==> src/rtl/lane_mask_serializer_if.sv <==
// Handshake bundle for lane_mask_serializer: mask input channel and lane-index output channel.
// The slave modport is the serializer's view; master is the producer/consumer side.
interface lane_mask_serializer_if #(
  parameter int unsigned WIDTH = 32
) ();
  localparam int unsigned IDXW   = $clog2(WIDTH);
  localparam int unsigned CWIDTH = $clog2(WIDTH) + 1;

  logic              in_valid;
  logic              in_ready;
  logic [WIDTH-1:0]  in_mask;
  logic              out_valid;
  logic              out_ready;
  logic [IDXW-1:0]   out_idx;
  logic              out_last;
  logic [CWIDTH-1:0] out_remaining;

  modport slave (
    input  in_valid,
    input  in_mask,
    input  out_ready,
    output in_ready,
    output out_valid,
    output out_idx,
    output out_last,
    output out_remaining
  );

  modport master (
    output in_valid,
    output in_mask,
    output out_ready,
    input  in_ready,
    input  out_valid,
    input  out_idx,
    input  out_last,
    input  out_remaining
  );
endinterface

==> src/rtl/lane_mask_serializer.sv <==
// Accepts an active-lane mask and emits the index of each set lane, lowest first,
// one per output beat, with the remaining-lane count and a last flag.
module lane_mask_serializer #(
  parameter int unsigned WIDTH  = 32,
  parameter int unsigned IDXW   = $clog2(WIDTH),
  parameter int unsigned CWIDTH = $clog2(WIDTH) + 1
) (
  input  logic                   clk,
  input  logic                   rst_n,
  lane_mask_serializer_if.slave  bus,
  output logic                   busy_o
);

  localparam logic [0:0] StIdle = 1'b0;
  localparam logic [0:0] StEmit = 1'b1;

  logic [0:0]        state_q, state_d;
  logic [WIDTH-1:0]  mask_q, mask_d;

  logic [IDXW-1:0]   low_idx;
  logic [CWIDTH-1:0] pop_cnt;
  logic              is_last;
  logic              emitting;
  logic              in_xfer;
  logic              out_xfer;

  // Scan downwards so the final assignment wins with the lowest set index.
  always_comb begin
    low_idx = '0;
    for (int i = WIDTH - 1; i >= 0; i--) begin
      if (mask_q[i]) begin
        low_idx = IDXW'(i);
      end
    end
  end

  // CWIDTH is one bit wider than an index, so an all-ones mask counts to WIDTH.
  always_comb begin
    pop_cnt = '0;
    for (int i = 0; i < WIDTH; i++) begin
      pop_cnt = pop_cnt + CWIDTH'(mask_q[i]);
    end
  end

  assign emitting = (state_q == StEmit);
  assign is_last  = emitting && (pop_cnt == CWIDTH'(1));

  assign bus.out_valid     = emitting;
  assign bus.out_idx       = emitting ? low_idx : '0;
  assign bus.out_remaining = emitting ? pop_cnt : '0;
  assign bus.out_last      = is_last;
  assign busy_o            = emitting;

  // Accept a new mask while idle, or in the same cycle the final beat leaves.
  assign bus.in_ready = emitting ? (bus.out_ready && is_last) : 1'b1;

  assign in_xfer  = bus.in_valid && bus.in_ready;
  assign out_xfer = bus.out_valid && bus.out_ready;

  always_comb begin
    state_d = state_q;
    mask_d  = mask_q;
    case (state_q)
      StIdle: begin
        if (in_xfer && (bus.in_mask != '0)) begin
          mask_d  = bus.in_mask;
          state_d = StEmit;
        end
      end
      StEmit: begin
        if (out_xfer) begin
          if (!is_last) begin
            // Clears exactly the lowest set bit, i.e. the lane just emitted.
            mask_d = mask_q & (mask_q - WIDTH'(1));
          end else if (in_xfer && (bus.in_mask != '0)) begin
            mask_d = bus.in_mask;
          end else begin
            mask_d  = '0;
            state_d = StIdle;
          end
        end
      end
      default: begin
        state_d = StIdle;
        mask_d  = '0;
      end
    endcase
  end

  always_ff @(posedge clk or negedge rst_n) begin
    if (!rst_n) begin
      state_q <= StIdle;
      mask_q  <= '0;
    end else begin
      state_q <= state_d;
      mask_q  <= mask_d;
    end
  end

endmodule
==> src/flat_wrapper.sv <==
// flat-port wrapper written by rule: the top's interface ports become plain ports
module lane_mask_serializer_flat 
#(
  parameter int unsigned WIDTH  = 32,
  parameter int unsigned IDXW   = $clog2(WIDTH),
  parameter int unsigned CWIDTH = $clog2(WIDTH) + 1
)
  (clk, rst_n, busy_o, bus_in_valid, bus_in_mask, bus_out_ready, bus_in_ready, bus_out_valid, bus_out_idx, bus_out_last, bus_out_remaining);
  lane_mask_serializer_if #(.WIDTH(WIDTH)) bus_i ();
  input  logic clk;
  input  logic rst_n;
  output logic busy_o;
  input wire logic [$bits(bus_i.in_valid)-1:0] bus_in_valid;
  input wire logic [$bits(bus_i.in_mask)-1:0] bus_in_mask;
  input wire logic [$bits(bus_i.out_ready)-1:0] bus_out_ready;
  output wire logic [$bits(bus_i.in_ready)-1:0] bus_in_ready;
  output wire logic [$bits(bus_i.out_valid)-1:0] bus_out_valid;
  output wire logic [$bits(bus_i.out_idx)-1:0] bus_out_idx;
  output wire logic [$bits(bus_i.out_last)-1:0] bus_out_last;
  output wire logic [$bits(bus_i.out_remaining)-1:0] bus_out_remaining;
  assign bus_i.in_valid = bus_in_valid;
  assign bus_i.in_mask = bus_in_mask;
  assign bus_i.out_ready = bus_out_ready;
  assign bus_in_ready = bus_i.in_ready;
  assign bus_out_valid = bus_i.out_valid;
  assign bus_out_idx = bus_i.out_idx;
  assign bus_out_last = bus_i.out_last;
  assign bus_out_remaining = bus_i.out_remaining;
  lane_mask_serializer #(.WIDTH(WIDTH), .IDXW(IDXW), .CWIDTH(CWIDTH)) u_core (.clk(clk), .rst_n(rst_n), .bus(bus_i), .busy_o(busy_o));
endmodule
==> config.mk <==
export PLATFORM = sky130hd
export DESIGN_NAME = lane_mask_serializer_flat
export DESIGN_NICKNAME = d
export VERILOG_FILES = /design/src/rtl/lane_mask_serializer_if.sv /design/src/rtl/lane_mask_serializer.sv /design/src/flat_wrapper.sv
export SDC_FILE = /design/constraint.sdc
export NUM_CORES = 1
export LEC_CHECK = 0
export CORE_UTILIZATION = 54
export DETAILED_ROUTE_END_ITERATION = 12
export HOLD_SLACK_MARGIN = 0.12
export PLACE_DENSITY = 0.86
export REMOVE_ABC_BUFFERS = 1
export SLEW_MARGIN = 10
export SYNTH_ARGS = -nofsm -noshare
export SYNTH_HDL_FRONTEND = slang
export SYNTH_SLANG_ARGS = --single-unit
==> constraint.sdc <==
create_clock -name clk -period 21.1 [get_ports clk]
set_input_delay 5.275 -clock clk [delete_from_list [all_inputs] [get_ports clk]]
set_output_delay 5.275 -clock clk [all_outputs]
set_load 0.03 [all_outputs]
==> summary.txt <==
TIMING
-------------------------------------------------------------------------------------
Slew Limit Fails .......................................................            0
Headroom to the max-slew limit .........................................       43.97%
Unrepaired setup endpoints after global routing ........................        false
Number of endpoints with negative hold slack in the final report .......            0
Worst clock skew on the final layout ...................................     5.830 ps
Transition time at the pin with the least slew margin ..................     834.1 ps
Smallest hold slack ....................................................     561.1 ps
Shortest period the worst path allows ..................................     12660 ps
Highest clock frequency the design can meet ............................  0.07897 GHz
Setup violators final ..................................................            0
Final clock period utilization by the worst path .......................       60.02%
Total Negative Setup Slacks ............................................         0 ps

CRITICAL PATH
-------------------------------------------------------------------------------------
Worst r2r dst .......................................................... u_core.mask_q[22]
Delay of the slowest cell on the worst path ............................       680 ps
Kind of cell adding the most delay to the critical path ................ buffers and inverters
Max stage delay cell, worst path ....................................... clkdlybuf4s50_1
Data required time of the worst path ...................................     15830 ps
Cell depth of the worst flop-to-flop path ..............................           16
CP bufs+invs ...........................................................            3
Startpoint types ....................................................... primary input
FF-to-FF setup slack ...................................................     14410 ps
Cell-by-cell trace of the critical path ................................ clkdlybuf4s50_1 > inv_1 > nor4b_1 > o221ai_1 > nand2_1 > clkdlybuf4s50_1
Setup crit end kind ....................................................  output port
Reg-to-reg critical path startpoint .................................... u_core.mask_q[1]
CP Max Fanout ..........................................................            5
Worst path arrival time ................................................      7390 ps
CP dominant cell by count .............................................. clkdlybuf4s50_1
Worst setup path category .............................................. primary input to output port

YOSYS
-------------------------------------------------------------------------------------
Number of flops mapped to enable cells by yosys ........................            0
#FFs+latches synth .....................................................           33
Total standard cell area after synthesis ...............................     3033 um2
Average instance area after synthesis ..................................    8.973 um2
Cell count after synthesis .............................................          338
Sequential share of the synthesized area ...............................       27.23%
Synth Warn # ...........................................................            0
Async set-or-reset flop fraction in the synthesized netlist ............       100.0%
Count of distinct cell types in the synthesized netlist ................           57
Main flop type after synthesis .........................................      dfrtp_1

MIN PATH
-------------------------------------------------------------------------------------
Hold Path Origin ....................................................... u_core.mask_q[15]
Depth of the worst hold-timing path ....................................            1
Type of the tightest min-delay check ................................... flip-flop to flip-flop
Hold-critical path endpoint ............................................ u_core.mask_q[15]

PLACE
-------------------------------------------------------------------------------------
Area of placed instances ...............................................     3606 um2
Detailed-placement wirelength estimate .................................      6817 um
GPL Wtd Cong ...........................................................       0.9232
Port buffer count ......................................................           50
Number of instances in the placed design ...............................          452

DETAILED ROUTING
-------------------------------------------------------------------------------------
Number of DRC markers after the initial detailed-route iteration .......          247
Antenna violation net count after detailed routing .....................            0
Number of detailed-route iterations in the first pass ..................            5
Drt total wl ...........................................................      9027 um
Post-detailed-route DRC marker count ...................................            0
Wire length per cell ...................................................     19.71 um
Total vias in the final route ..........................................         3038
Average via count per standard cell ....................................        6.633

CLOCKING
-------------------------------------------------------------------------------------
Clock insertion delay at the later pin of the skew report ..............       300 ps
Post_cts resized .......................................................            0
Number of clock sinks ..................................................           33
Number of levels the H-tree was split into .............................            2
Count of hold-fix buffers inserted at cts ..............................            0
Num CTS Buffers ........................................................            5
Post CTS Setup Buffer Count ............................................            0
Root Driver ............................................................     clkbuf_8
Clock-pin slew of the registers on the worst-case setup and hold paths .        60 ps
TritonCTS clock tree ...................................................         done
Maximum buffer depth of the clock tree .................................            2

CELLS AND AREA
-------------------------------------------------------------------------------------
Final #Nets ............................................................          458
Post-layout instance area ..............................................     3680 um2
Fillers ................................................................          435
Ant diodes .............................................................            0
Layout cells sized above 1 .............................................       5.670%
Growth of design area from synthesis to finish .........................       21.33%
Non-filler cells in the finished layout ................................          458

GLOBAL ROUTE
-------------------------------------------------------------------------------------
Initial antenna violation count ........................................            0
Largest net degree at the start of global routing ......................           34
Vias in the first global route .........................................         3002
First-pass GRT wire length .............................................     14770 um
Overflow left after global routing .....................................            0
GRT Util Overall .......................................................       32.43%

DIE
-------------------------------------------------------------------------------------
Chip Width .............................................................     76.95 um
Initial Util ...........................................................       57.55%
Vertical extent of the die .............................................     76.95 um
Area of the die ........................................................     5921 um2
Standard-cell row count ................................................           26
Core area ..............................................................     5270 um2
Boundary Pins ..........................................................           51

RUN
-------------------------------------------------------------------------------------
Max-cap viol count .....................................................            0

STATUS
-------------------------------------------------------------------------------------
Run status .............................................................    completed

logic make-up (layout without fill, tap and decap cells):
logic type	count (synthesis)	in the layout	synth area share, %
muxes	4	4	1.320
xor gates and xnor gates	1	1	0.2888
and+or+nand+nor	108	108	19.88
adders and majority gates	33	33	19.55
DFF	33	33	27.23
AOI/OAI and AO/OA	98	98	23.93
buffers and inverters	61	111	7.797
cell type report:
type	instances	area [um2]	area share, %
well taps	70	87.58	2.380
clock buffers	5	68.82	1.870
multi-input cells	244	1971	53.55
repair buffers	54	530.5	14.42
clock inverters	1	5.005	0.1360
flip-flops and latches	33	825.8	22.44
inverters	51	191.4	5.202
registers in the layout, summed over array words and instances (netlist names):
name / count
u_core.bus.out_valid: 1
u_core.mask_q: 32
cells in the final DEF (no fill, tap or decap), types with 6 or more instances in the layout:
cell type and n:
a21oi_1 11, nor3_1 11, dfrtp_1 33, nand3_1 15, nor2_1 27, inv_1 50, a22o_1 9, a32o_1 14
nor4_1 11, clkdlybuf4s50_1 50, nand2_1 15, o21ai_0 21, ha_1 9, fa_1 24, o31ai_1 6, or4_1 6
cells in the mapped netlist (2+ instances only):
cell type   n  area (um2)
o21ai_0    21       105.1
a21oi_1    11       55.05
o221ai_1    3       26.28
nor4_1     11       68.82
clkbuf_1    6       22.52
o31ai_1     6       45.04
a22o_1      9       78.83
nand2_1    15       56.30
nand4_1     5       31.28
dfrtp_1    33       825.8
o41ai_1     2       17.52
a21boi_0    3       22.52
or4_1       6       45.04
nor3_1     11       55.05
o21a_1      3       22.52
fa_1       24       480.5
a311oi_1    2       17.52
nand3_1    15       75.07
a31oi_1     5       31.28
buf_2       3       15.01
ha_1        9       112.6
o2111ai_1   2       17.52
and2_1      2       12.51
or4_4       2       22.52
o211ai_1    2       15.01
a32o_1     14       140.1
mux2i_1     4       40.04
o22ai_1     4       25.02
and3_1      2       12.51
inv_1      50       187.7
nor2_1     27       101.4
worst max-delay path by stage:
| stage | start | to | slack [ps] | depth (start not counted) |
|---|---|---|---|---|
| 2_1_floorplan | bus_out_ready | bus_in_ready | 9720 | 4 |
| 3_3_place_gp | bus_out_ready | bus_in_ready | 8530 | 6 |
| 4_1_cts | bus_out_ready | bus_in_ready | 8470 | 6 |
| 5_1_grt | bus_out_ready | bus_in_ready | 8290 | 6 |
| 6_report | bus_out_ready | bus_in_ready | 8440 | 6 |
| 3_5_place_dp | bus_out_ready | bus_in_ready | 8490 | 6 |
stage by stage:
step | util, % | setup WS, ps
CTS | 69.82 | 8465
detailed placement | 68.42 | 8487
floorplan | - | 9725
finish | 69.82 | 8436
global placement | 68.42 | 8530
global route | 69.82 | 8288
layer usage:
layer  global-route usage (%)  share of wire [%]
met3                    6.905                8.7
met4                    15.58                3.6
met2                    52.41                 47
met1                    41.20                 41
met5                        0                  0
Power is not shown: default switching activity piles up to over one toggle a cycle in this logic, so the estimate is an artifact.
